**src/rtl/matrix_alu_sequencer.sv**
```systemverilog
// Sequences operand fetch, ALU load, execute and result write-back for 4x4 matrix ops.
// Optional watchdog enabled by defining ALU_SEQ_TIMEOUT_EN.
module matrix_alu_sequencer #(
  parameter int unsigned ADDR_W  = 8,
  parameter int unsigned TMO_CYC = 64
) (
  input  logic              clk,
  input  logic              reset,
  input  logic              start,
  input  logic [2:0]        opcode,
  input  logic [ADDR_W-1:0] src1_addr,
  input  logic [ADDR_W-1:0] src2_addr,
  input  logic [ADDR_W-1:0] dst_addr,
  input  logic [7:0]        scalar,
  output logic              busy,
  output logic              done,
  output logic              err,
  output logic              mem_rd_en,
  output logic              mem_wr_en,
  output logic [ADDR_W-1:0] mem_addr,
  input  logic [255:0]      mem_rd_data,
  input  logic              mem_rd_valid,
  output logic [255:0]      mem_wr_data,
  output logic              alu_load_m1,
  output logic              alu_load_m2,
  input  logic              alu_loaded1,
  input  logic              alu_loaded2,
  output logic [255:0]      alu_mat_in,
  input  logic [255:0]      alu_mat_out,
  input  logic              alu_finish,
  output logic [2:0]        alu_op,
  output logic [7:0]        alu_scale
);

  localparam logic [2:0] IDLE = 3'd0;
  localparam logic [2:0] RD1  = 3'd1;
  localparam logic [2:0] LD1  = 3'd2;
  localparam logic [2:0] RD2  = 3'd3;
  localparam logic [2:0] LD2  = 3'd4;
  localparam logic [2:0] EXEC = 3'd5;
  localparam logic [2:0] WR   = 3'd6;
  localparam logic [2:0] FIN  = 3'd7;

  localparam logic [2:0] OP_ADD   = 3'b001;
  localparam logic [2:0] OP_MULTI = 3'b101;
  localparam logic [2:0] OP_SCALE = 3'b011;
  localparam logic [2:0] OP_TRANS = 3'b100;

  logic [2:0]        state_q, state_d;
  logic [2:0]        op_q;
  logic [ADDR_W-1:0] src1_q, src2_q, dst_q;
  logic [7:0]        scalar_q;
  logic [255:0]      hold_q;
  logic [255:0]      res_q;
  logic              err_q;
  logic              op_valid;
  logic              op_unary;
  logic              tmo_hit;

  assign op_valid = (opcode >= OP_ADD) && (opcode <= OP_MULTI);
  assign op_unary = (op_q == OP_SCALE) || (op_q == OP_TRANS);

  always_comb begin
    state_d = state_q;
    unique case (state_q)
      IDLE: if (start && op_valid) state_d = RD1;
      RD1:  if (mem_rd_valid) state_d = LD1;
      LD1:  if (alu_loaded1) state_d = op_unary ? EXEC : RD2;
      RD2:  if (mem_rd_valid) state_d = LD2;
      LD2:  if (alu_loaded2) state_d = EXEC;
      EXEC: if (alu_finish) state_d = WR;
      WR:   state_d = FIN;
      FIN:  state_d = IDLE;
      default: state_d = IDLE;
    endcase
    // Watchdog abandons the command; it overrides any same-cycle handshake.
    if (tmo_hit) state_d = IDLE;
  end

`ifdef ALU_SEQ_TIMEOUT_EN
  localparam int unsigned CNT_W = $clog2(TMO_CYC + 1);

  logic [CNT_W-1:0] cnt_q;
  logic             timed;

  assign timed   = (state_q == RD1) || (state_q == LD1) || (state_q == RD2) ||
                   (state_q == LD2) || (state_q == EXEC);
  assign tmo_hit = timed && (cnt_q == CNT_W'(TMO_CYC - 1));

  always_ff @(posedge clk or posedge reset) begin
    if (reset) begin
      cnt_q <= '0;
    end else if (!timed || (state_d != state_q)) begin
      cnt_q <= '0;
    end else begin
      cnt_q <= cnt_q + 1'b1;
    end
  end
`else
  assign tmo_hit = 1'b0;
`endif

  always_ff @(posedge clk or posedge reset) begin
    if (reset) begin
      state_q  <= IDLE;
      op_q     <= 3'b000;
      src1_q   <= '0;
      src2_q   <= '0;
      dst_q    <= '0;
      scalar_q <= 8'd0;
      hold_q   <= '0;
      res_q    <= '0;
      err_q    <= 1'b0;
    end else begin
      state_q <= state_d;
      err_q   <= tmo_hit;
      if ((state_q == IDLE) && start) begin
        if (op_valid) begin
          op_q     <= opcode;
          src1_q   <= src1_addr;
          src2_q   <= src2_addr;
          dst_q    <= dst_addr;
          scalar_q <= scalar;
        end else begin
          err_q <= 1'b1;
        end
      end
      if (((state_q == RD1) || (state_q == RD2)) && mem_rd_valid) begin
        hold_q <= mem_rd_data;
      end
      if ((state_q == EXEC) && alu_finish) begin
        res_q <= alu_mat_out;
      end
    end
  end

  // Outputs decode straight from the state register, so reset zeroes them at once.
  always_comb begin
    busy        = (state_q != IDLE);
    done        = (state_q == FIN);
    err         = err_q;
    mem_rd_en   = (state_q == RD1) || (state_q == RD2);
    mem_wr_en   = (state_q == WR);
    mem_addr    = '0;
    mem_wr_data = '0;
    alu_load_m1 = (state_q == LD1);
    alu_load_m2 = (state_q == LD2);
    alu_mat_in  = '0;
    alu_op      = 3'b000;
    alu_scale   = scalar_q;
    unique case (state_q)
      RD1:  mem_addr = src1_q;
      RD2:  mem_addr = src2_q;
      LD1:  alu_mat_in = hold_q;
      LD2:  alu_mat_in = hold_q;
      EXEC: alu_op = op_q;
      WR: begin
        mem_addr    = dst_q;
        mem_wr_data = res_q;
      end
      default: ;
    endcase
  end

endmodule

```
**config.mk**
```make
export PLATFORM = sky130hd
export DESIGN_NAME = matrix_alu_sequencer
export DESIGN_NICKNAME = d
export VERILOG_FILES = /design/src/rtl/matrix_alu_sequencer.sv
export SDC_FILE = /design/constraint.sdc
export NUM_CORES = 1
export LEC_CHECK = 0
export ABC_AREA = 1
export CAP_MARGIN = 20
export CORE_AREA = 5 5 424 426
export DETAILED_ROUTE_END_ITERATION = 7
export DIE_AREA = 0 0 429 431
export GPL_TIMING_DRIVEN = 0
export SLEW_MARGIN = 30
export SYNTH_ARGS = -nofsm -noshare
export SYNTH_HDL_FRONTEND = slang
export SYNTH_SLANG_ARGS = --single-unit
```
**constraint.sdc**
```tcl
create_clock -name clk -period 20.9 [get_ports clk]
set_input_delay 2.09 -clock clk [delete_from_list [all_inputs] [get_ports clk]]
set_output_delay 2.09 -clock clk [all_outputs]
set_load 0.1 [all_outputs]
```
==> impl_results.md <==
* Outcome: complete, no violations
* Worst path slowest cell: clkdlybuf4s50_1
* DR vias/cell at around 3.9
* Met1 usage at 0.247
* CP required at between 15 and 20 ns
* Avg WL per Cell at a little under 30 um
* Largest net degree at the start of global routing at 87
* Final core occ at 0.226
* Dpl hpwl at 164000 um
* Initial antenna violation count at 108
* Fin cells at 6597
* Final hold vios at 0
* CP Class: flop to primary output
* Mean Syn Cell Area at around 8.0 um2
* Synth area leader: dfrtp_1
* Synthesized net count at 3535
* Fillers at 19500
* CTS H-Tree Depth at 3
* Area grow syn2layout at 65.9%
* Pleak at 19.6 nW
* Worst Path Arrival at 4.39 ns
* Critical path cell sequence: inv_1 > nor3_1 > nor2_1 > buf_2 > buf_2 > nor2_1 > clkdlybuf4s50_1
* CTS Buf Count at 77
* DR DRC count at 0
* Gate count after technology mapping at 2981
* PwrDens at 217 mW/mm2
* Seq cells post-synth at 551
* First-pass GRT wire length at 246000 um
* Clock buffer depth at 3
* Design area at 0.0396 mm2
* Cell with the most instances after synthesis: nor2_1
* Total power at ~0.0086 W
* Top Family by Delay on Critical Path: buffers and inverters
* Final Setup Violations at 0
* FMAX at 0.154 GHz
* Drt first pass iters at 5
* Synthesis Warnings at 0
* Critical Path Max Stage Delay at 1.25 ns
* Layout cells sized above 1 at 0.115
* Num ports at 1092
* Grt peak-use layer: met2
* Starting density of the core at 0.136
* Final Net Count at 4712
* GR Util met2 at 0.327
* Core ar. at 0.175 mm2
* Total gr overflow at 0
* Routed Antenna Nets at 0
* Num rows at 154
* Number of port buffers at 1091
* Post-cts resize count at 0
* GP Congestion at 0.964
* Total GRT Usage at 0.198
* Max FO, Critical Path at 10
* Pins Over Slew Limit at 0
* Clock sinks at 551
* DIE HEIGHT at between 400 and 500 um
* Clk pin slew, worst setup/hold paths at 0.05 ns
* Crit path launch type: flop
* # hold bufs at CTS at 0
* Vias at 25500
* Synth Flop Type: dfrtp_1
* Ys async rst share at 1.00
* Worst-Margin Slew at 1.06 ns
* Top-area cell type share of the netlist area at 0.578
* Die Area at 0.185 mm2
* Placement Cell Area at roughly 0.037 mm2
* Cells after DPL at 6419
* CP Capture Type: primary output
* CTS root buffer: clkbuf_16
* Area contributors post-synth: dfrtp_1 58%, nor2_1 16%, a21oi_1 11%, inv_1 8.8%, buf_2 2.9%
* DRT Wirelength at 191000 um
* RSZ-0062 raised after global routing: false
* Buf/Inv on CP at 4
* Library cells used by synthesis at 19
* Die X-Extent at about 430 um
* CTS tree: done
* Crit share post-route at 0.310
* Worst-Skew Late Latency at between 0.6 and 0.7 ns
* Pre-CTS setup slack at 14.98 ns
* Final min period at 6.48 ns
* EDFF count, synth at 0
* Setup Buffers After CTS at 0
* Final setup margin at 14.42 ns
* Slew HR at 0.294
* Number of global-route vias before repair at 25300
* Clock skew at 0.0181 ns
* Max IR drop VDD at 0.109 mV
* Syn Std Cell Area at about 0.024 mm2
* # Max-Cap Violations at 0
* Worst hold path type: flop to flop
* Sequential element share of the synthesized area at 0.578
* GR Util met3 at 0.0543
* Most frequent cells after synthesis: 1037 x nor2_1, 561 x inv_1, 551 x dfrtp_1
* 1st-iter DRT viols at 2209
-- worst paths after layout --
path,startpoint,to,slack [ns],cells after the start
worst min register to register,alu_scale[7],alu_scale[7],0.48,2
min in group asynchronous,reset,hold_q[151],1.87,2
worst max-delay path,state_q[1],alu_mat_in[81],14.42,7
worst max register to register,state_q[0],hold_q[82],17.80,7
max in group asynchronous,reset,hold_q[21],17.39,5
worst min-delay path,alu_scale[7],alu_scale[7],0.48,2
-- where the power goes --
| part | total [W] | internal [W] | switching (W) |
|---|---|---|---|
| logic | 0.00551 | 0.000945 | 0.00457 |
| clock network | 0.00139 | 0.000830 | 0.000558 |
| registers | 0.00168 | 0.00154 | 0.000132 |
| total | 0.00858 | 0.00332 | 0.00526 |
-- cell usage in the layout, fill, tap and decap left out, drive strengths merged, types with 5 or more instances in the layout --
| cell | Yosys | routed |
|---|---|---|
| nor2 | 1037 | 1037 |
| clkdlybuf4s50 | 0 | 885 |
| inv | 562 | 566 |
| dfrtp | 551 | 551 |
| a21oi | 513 | 513 |
| buf | 145 | 357 |
| clkbuf | 33 | 146 |
| nand2 | 71 | 71 |
| diode | 0 | 43 |
| o21ai | 38 | 38 |
| nand3 | 25 | 25 |
| clkinv | 1 | 9 |
| bufinv | 0 | 6 |
| clkinvlp | 0 | 5 |
-- sequential cells by signal, indices dropped and copies added, names as in the netlist --
register / count
alu_scale: 8
res_q: 256
state_q: 3
src1_q: 8
op_q: 3
dst_q: 8
err: 1
src2_q: 8
hold_q: 256
-- layer usage --
metal | wire length, um | part of all wire | up-vias
met3 | 13800 | 0.072 | 310
met2 | 89600 | 0.47 | 1092
met4 | 8120 | 0.043 | 30
li1 | - | - | 11300
met5 | 184 | 0.00096 | -
met1 | 79200 | 0.41 | 12800
-- tightest hold or removal path, stage by stage (launching register included) --
cell and delay (ns):
dfrtp_1 0.33, nand2_1 0.06, o21ai_0 0.06
-- layout make-up --
| type | instances | area [um2] | share of cell area |
|---|---|---|---|
| multi-input cells | 1689 | 7080 | 0.179 |
| repair buffers | 1098 | 10100 | 0.255 |
| plain buffers | 178 | 867 | 0.0219 |
| flip-flops and latches | 551 | 13800 | 0.349 |
| well taps | 2340 | 2930 | 0.0740 |
| clock buffers | 112 | 2280 | 0.0577 |
| inverters | 563 | 2120 | 0.0536 |
| clock inverters | 23 | 304 | 0.00769 |
| diodes | 43 | 108 | 0.00272 |
-- through the flow --
step	TNS, ns	hold WS, ns
after floorplan	0	0.453
after CTS	0	0.486
after detailed placement	0	0.473
final	0	0.483
after global routing	0	0.511
after global placement	-3213.48	0.469
-- logic make-up after synthesis --
group / Yosys count / synth area share
simple gates: 1138 / 0.181
buf+inv: 741 / 0.125
flops: 551 / 0.578
compound gates: 551 / 0.116
No activity file was read; power rests on OpenSTA's default activity.
